### config.mk
export PLATFORM = sky130hd
export DESIGN_NAME = rsc_encoder
export DESIGN_NICKNAME = d
export VERILOG_FILES = /design/src/rtl/turbo_pkg.sv /design/src/rtl/rsc_encoder_step_logic.sv /design/src/rtl/rsc_encoder.sv
export SDC_FILE = /design/constraint.sdc
export NUM_CORES = 1
export LEC_CHECK = 0
export CORE_AREA = 10 10 47 49
export DETAILED_ROUTE_END_ITERATION = 8
export DIE_AREA = 0 0 57 59
export PLACE_DENSITY = 0.75
export SYNTH_ARGS = -nofsm -noshare
export SYNTH_HDL_FRONTEND = slang
export SYNTH_SLANG_ARGS = --single-unit
### constraint.sdc
create_clock -name clk -period 2 [get_ports clk]
set_input_delay 0.4 -clock clk [delete_from_list [all_inputs] [get_ports clk]]
set_output_delay 0.4 -clock clk [all_outputs]
set_load 0.02 [all_outputs]
### src/rtl/turbo_pkg.sv
// Shared trellis definitions for the turbo chain: memory length, state vector and one RSC step.
package turbo_pkg;

    localparam int MAX_M    = 8;
    localparam int MAX_NOUT = 8;

    typedef enum logic {
        ST_DATA = 1'b0,
        ST_TAIL = 1'b1
    } enc_fsm_e;

    // Bit k-1 holds delay element dk.
    typedef logic [MAX_M-1:0]              rsc_state_t;
    // Per output j, bit k is the tap on dk (d0 = feedback bit a).
    typedef logic [MAX_NOUT-1:0][MAX_M:0]  rsc_polys_t;

    typedef struct packed {
        rsc_state_t            next;
        logic [MAX_NOUT-1:0]   sym;
        logic                  fb;
    } rsc_step_t;

    function automatic int mem_len(input int states);
        return (states <= 2) ? 1 : $clog2(states);
    endfunction

    // XOR of the recursive taps over d1..dM; feeding this back as u forces a = 0.
    function automatic logic rsc_feedback(input rsc_state_t d, input rsc_state_t rtaps);
        return ^(d & rtaps);
    endfunction

    function automatic rsc_step_t rsc_step(input rsc_state_t d,
                                           input logic       u,
                                           input rsc_state_t rtaps,
                                           input rsc_polys_t ptaps);
        rsc_step_t        r;
        logic             a;
        logic [MAX_M:0]   w;
        r = '0;
        a = u ^ rsc_feedback(d, rtaps);
        w = {d, a};
        for (int j = 0; j < MAX_NOUT; j++) begin
            r.sym[j] = ^(ptaps[j] & w);
        end
        r.next = w[MAX_M-1:0];
        r.fb   = a;
        return r;
    endfunction

endpackage

### src/rtl/rsc_encoder_step_logic.sv
// Combinational trellis step around turbo_pkg::rsc_step; selects the terminating input during tail.
module rsc_step_logic
    import turbo_pkg::*;
#(
    parameter int STATES    = 4,
    parameter int NOUT      = 2,
    parameter int RECURSIVE = 7,
    parameter int POLY [NOUT] = '{5, 7},
    localparam int M        = mem_len(STATES)
) (
    input  logic [M-1:0]    state,
    input  logic            tail,
    input  logic            u,
    output logic [M-1:0]    state_nx,
    output logic [NOUT-1:0] symbol,
    output logic            u_eff
);

    if (M > MAX_M || NOUT > MAX_NOUT) begin : g_size_check
        $error("rsc_step_logic: STATES/NOUT exceed turbo_pkg limits");
    end

    rsc_state_t rtaps;
    rsc_polys_t ptaps;
    rsc_state_t d_pad;
    rsc_step_t  r;
    logic       step_unused;

    // Reverse the MSB-first polynomials into per-delay tap masks.
    for (genvar k = 0; k < MAX_M; k++) begin : g_rtap
        if (k < M) begin : g_on
            assign rtaps[k] = 1'(RECURSIVE >> (M - 1 - k));
        end else begin : g_off
            assign rtaps[k] = 1'b0;
        end
    end

    for (genvar j = 0; j < MAX_NOUT; j++) begin : g_pj
        for (genvar k = 0; k <= MAX_M; k++) begin : g_pk
            if (j < NOUT && k <= M) begin : g_on
                assign ptaps[j][k] = 1'(POLY[j] >> (M - k));
            end else begin : g_off
                assign ptaps[j][k] = 1'b0;
            end
        end
    end

    assign d_pad = rsc_state_t'(state);

    always_comb begin
        u_eff = tail ? rsc_feedback(d_pad, rtaps) : u;
        r     = rsc_step(d_pad, u_eff, rtaps, ptaps);
    end

    assign state_nx    = r.next[M-1:0];
    assign symbol      = r.sym[NOUT-1:0];
    assign step_unused = ^r;

endmodule

### src/rtl/rsc_encoder.sv
// RSC constituent encoder with valid/ready handshake on both sides.
// Tail termination to state 0 is built when RSC_TAIL_TERMINATION_EN is defined.
//
// state   | meaning
// --------+----------------------------------------------------------
// DATA    | accept data bits, one trellis step per accepted bit
// TAIL    | M internal steps with u = feedback taps, drives d to 0
module rsc_encoder
    import turbo_pkg::*;
#(
    parameter int STATES    = 4,
    parameter int NIN       = 1,
    parameter int NOUT      = 2,
    parameter int RECURSIVE = 7,
    parameter int POLY [NOUT] = '{5, 7},
    parameter int SYMBOLS   = 4
) (
    input  logic            clk,
    input  logic            reset_n,
    input  logic            in_valid,
    output logic            in_ready,
    input  logic [NIN-1:0]  in_bit,
    output logic            out_valid,
    input  logic            out_ready,
    output logic [NOUT-1:0] out_symbol,
    output logic [NIN-1:0]  out_sys,
    output logic            out_tail,
    output logic            out_last
);

    localparam int M  = mem_len(STATES);
    localparam int CW = $clog2(SYMBOLS + M + 1);
    localparam logic [CW-1:0] LAST_DATA = CW'(SYMBOLS - 1);
`ifdef RSC_TAIL_TERMINATION_EN
    localparam logic [CW-1:0] LAST_TAIL = CW'(SYMBOLS + M - 1);
`endif

    if (NIN != 1) begin : g_nin_check
        $error("rsc_encoder: only NIN = 1 is supported");
    end

    enc_fsm_e        state_q, state_nx;
    logic [M-1:0]    d_q;
    logic [CW-1:0]   count_q;
    logic            step_en;
    logic            last_step;
    logic            tail_step;
    logic [M-1:0]    d_step;
    logic [NOUT-1:0] sym_step;
    logic            u_step;

    rsc_step_logic #(
        .STATES    (STATES),
        .NOUT      (NOUT),
        .RECURSIVE (RECURSIVE),
        .POLY      (POLY)
    ) u_step_logic (
        .state    (d_q),
        .tail     (tail_step),
        .u        (in_bit[0]),
        .state_nx (d_step),
        .symbol   (sym_step),
        .u_eff    (u_step)
    );

    always_comb begin
        state_nx  = state_q;
        in_ready  = 1'b0;
        step_en   = 1'b0;
        last_step = 1'b0;
        tail_step = 1'b0;
        case (state_q)
            ST_DATA: begin
                in_ready = !out_valid || out_ready;
                step_en  = in_valid && in_ready;
                if (step_en && count_q == LAST_DATA) begin
`ifdef RSC_TAIL_TERMINATION_EN
                    state_nx = ST_TAIL;
`else
                    last_step = 1'b1;
`endif
                end
            end
            ST_TAIL: begin
`ifdef RSC_TAIL_TERMINATION_EN
                tail_step = 1'b1;
                step_en   = !out_valid || out_ready;
                if (step_en && count_q == LAST_TAIL) begin
                    last_step = 1'b1;
                    state_nx  = ST_DATA;
                end
`else
                state_nx = ST_DATA;
`endif
            end
            default: state_nx = ST_DATA;
        endcase
    end

    always_ff @(posedge clk or negedge reset_n) begin
        if (!reset_n) begin
            state_q    <= ST_DATA;
            d_q        <= '0;
            count_q    <= '0;
            out_valid  <= 1'b0;
            out_symbol <= '0;
            out_sys    <= '0;
            out_tail   <= 1'b0;
            out_last   <= 1'b0;
        end else begin
            state_q <= state_nx;
            if (step_en) begin
                // Terminated frames already land in 0; unterminated ones are cleared here.
                d_q        <= last_step ? '0 : d_step;
                count_q    <= last_step ? '0 : count_q + 1'b1;
                out_valid  <= 1'b1;
                out_symbol <= sym_step;
                out_sys    <= NIN'(u_step);
                out_tail   <= tail_step;
                out_last   <= last_step;
            end else if (out_ready) begin
                out_valid <= 1'b0;
            end
        end
    end

endmodule

==> summary by stage <==
Outcome
The flow ran to the end, and the final reports show no timing, DRC or antenna violations.

Critical path
STA classifies the critical path startpoint as a primary input. The reg-to-reg critical path startpoint is count_q[0]. The worst path required time is 1.60 ns. The data arrival time of the critical path is roughly 1.4 ns. The worst setup path is captured at a primary output. The worst setup path is of the in -> out kind. The startpoint of the worst setup timing path is out_ready.

Of all nets on the critical path, the largest fanout is 2.

Placed design
The number of placed cells counting well taps is 68. During placement, the flow inserted port buffers numbering 10. Detailed placement finished with a half-perimeter wire length of around 820 um.

Routability-driven placement finished with a final weighted congestion of between 0.7 and 0.8. The worst slack at placement is -0.03336 ns. Summing all placed instances gives a cell area of between 600 and 700 um2.

Synth
The mapped netlist covers approximately 500 um2. By area the synthesized netlist is led by dfrtp_1 50%, mux2_4 12%, ha_1 5.0%. The most repeated cell in the gate-level netlist after synthesis is dfrtp_1. Counting every net in the synthesized netlist gives 48. The mean instance size in the synthesized netlist is between 10 and 15 um2. The synthesized design contains 10 register bits. The fraction of the yosys area taken by sequential cells is 50.00%.

The number of warning messages in the yosys log is 0. The number of different library cells used by synthesis comes to 19. The number of flops mapped to enable cells by yosys is 0. Sorting the synthesized cells by how often they occur yields 10 x dfrtp_1, 5 x o21ai_0, 4 x mux2_4.

In the synthesized netlist the dominant register cell turns out to be dfrtp_1. The fraction of registers with async set or reset after synthesis is 100.0%. Summed over its instances, the top area cell type makes up 50.00% of the synthesized netlist area. The post-synthesis cell count is 41. The largest total area in the synthesized netlist belongs to dfrtp_1.

Timing
Setup repair after global routing left no endpoint under its margin. The clock period could shrink to about 1.8 ns. The final count of negative-setup-slack endpoints is 0. The total negative setup slack is 0 ns. The number of hold violations in the final report is 0. The maximum clock rate is 563.0 MHz.

The worst clock skew on the final layout is 0.0005608 ns. The number of pins exceeding their max-slew limit in the final report is 0. The final critical path takes up 88.81% of the cycle. In the post-route analysis, the smallest setup slack over all paths is about 0.22 ns. Hold timing on the final database bottoms out at a slack of 0.4455 ns.

Global routing
The wire length of the first global-routing pass is about 1700 um. The pin count of the biggest net entering global routing is 11. The total global routing track utilization is 6.515%. The aggregate global routing overflow is 0.

The via count of the first global-routing pass came to 362. The number of antenna violations at the first check in global routing is 0.

Clock tree
The number of buffers inserted to repair setup after CTS is 0. The CTS sink count is 10. The clock passes through at most 2 buffers. After clock tree synthesis, the clock-pin slew on the worst setup and hold paths is approximately 0.07 ns. Clock tree synthesis inserted a total of 3 buffers.

In this run the number of H-tree levels came out at 1. The hold-fix buffer count after cts is 0. The number of gates resized after CTS was 1.

The tree is rooted in a clkbuf_4. The clock tree from TritonCTS is done. The clock latency reported for the late side of the worst-skew pair is 0.27 ns.

Pwr
Combinational cells account for between 30% and 40% of the total power. In this run the power spent charging and discharging nets is around 0.27 mW. VDD sags by at most a little over 500 uV. Summed over all cells, the static leakage comes to a little over 0.3 nW. Net switching is between 30% and 40% of the power. After layout, the design draws a total of 0.8092 mW. The power share of the sequential group is 39.7%.

Power spread over the standard cell area amounts to about 1200 mW/mm2. Cell internal power was estimated by the tool at between 0.5 and 0.6 mW. The share of total power dissipated in the clock network is 22.8%.

Cells and area
The fraction of final layout cells with drive strength greater than 1 is roughly 23%. The number of antenna diodes in the final layout is 0. The count of non-filler cells in the finished layout is 72. After the last flow step, the layout net total stands at 64. Fill cells in the final layout number between 100 and 150.

The finished cells cover 663.1 um2. Cells fill 47.32% of the core in the end. The layout overhead on the synthesized area is 32.50%.

Floorplanning
The floorplan die width is between 50 and 60 um. The floorplan has 14 rows. The die outline height is 59 um. The number of I/O pins is 12. The area enclosed by the die boundary is around 0.0034 mm2. The total area inside the core boundary comes to around 0.0014 mm2. Once the floorplan was initialized, standard cells occupied 35.71% of the core.

Run
Across the run, the number of max-cap violations was 0.

Detailed routing
The average via count per standard cell is around 4.8. Once detail routing completed, the nets flagged for antenna violations numbered 0. Wires add up to about 1000 um.

In the final routed layout, each cell accounts on average for about 15 um. For this run, the detailed router's first-pass iteration total came to 4. The final route contains about 350 vias.

The DRC violations left is 0. The count of routing violations after the opening detailed-route iteration is 7.

Hold path
The path class of the tightest hold or removal check is in -> async.
-- power groups by stage --
stage / Clock (mW) / Sequential (mW) / Combinational, mW
final: 0.184 / 0.322 / 0.303
after global routing: 0.198 / 0.330 / 0.346
after CTS: 0.189 / 0.323 / 0.311
after detailed placement: 0 / 0.327 / 0.308
after global placement: 0 / 0.322 / 0.297
after floorplan: 0 / 0.346 / 0.177
-- cell families after synthesis --
family | synth area share, %
buf+inv | 5.501
mux | 12.00
simple gates | 11.50
other cells | 0.7493
fa+ha+maj | 4.999
compound gates | 11.75
xor+xnor | 3.501
flops | 50.00
-- critical path, stage by stage --
cell             delay (ns)
clkdlybuf4s50_1        0.44
nor2b_4                0.18
inv_6                  0.04
dlygate4sd2_1          0.32
-- sequential cells by signal (all words and copies together) (netlist names) --
| signal | count |
|---|---|
| out_symbol | 2 |
| d_q | 2 |
| out_valid | 1 |
| out_last | 1 |
| count_q | 3 |
| out_sys | 1 |
-- layer usage --
metal | vias to the layer above | part of all wire, % | wire [um] | GRT usage, %
met5 | - | 0 | 0 | 0
met4 | 0 | 2.2 | 23 | 5.034
met3 | 4 | 6.3 | 66 | 2.790
met2 | 8 | 48 | 501 | 9.922
met1 | 168 | 44 | 457 | 6.994
li1 | 167 | - | - | -
-- final timing paths --
| check | end | slack, ns | cells after the start |
|---|---|---|---|
| max in group asynchronous | d_q[1] | 1.25 | 1 |
| max | in_ready | 0.22 | 4 |
| min in group clk | out_sys | 0.51 | 1 |
| min reg2reg | out_sys | 0.51 | 1 |
| min | out_symbol[1] | 0.45 | 1 |
| max reg2reg | d_q[0] | 0.72 | 5 |
-- cell usage in the layout, fill, tap and decap left out --
cell,instances
buf_4,2
clkbuf_4,3
clkbuf_8,1
clkdlybuf4s50_1,9
conb_1,1
dfrtp_1,10
dlygate4sd2_1,1
ha_1,2
inv_1,3
inv_6,1
mux2_4,4
nand2_1,1
nand2_8,1
nand2b_1,1
nand4_1,1
nor2_1,2
nor2b_4,1
o21ai_0,5
o21ai_1,2
o311ai_1,1
o31ai_1,2
xnor2_1,1
xor2_1,1
-- cell type report --
type / instances / area, um2 / area share [%]
multi-input combinational: 26 / 222.7 / 33.58
timing repair buffer: 12 / 113.9 / 17.17
sequential: 10 / 250.2 / 37.74
clock buffer: 4 / 36.28 / 5.472
tap: 16 / 20.02 / 3.019
inverter: 4 / 20.02 / 3.019
Power figures use the tool's default switching activity.
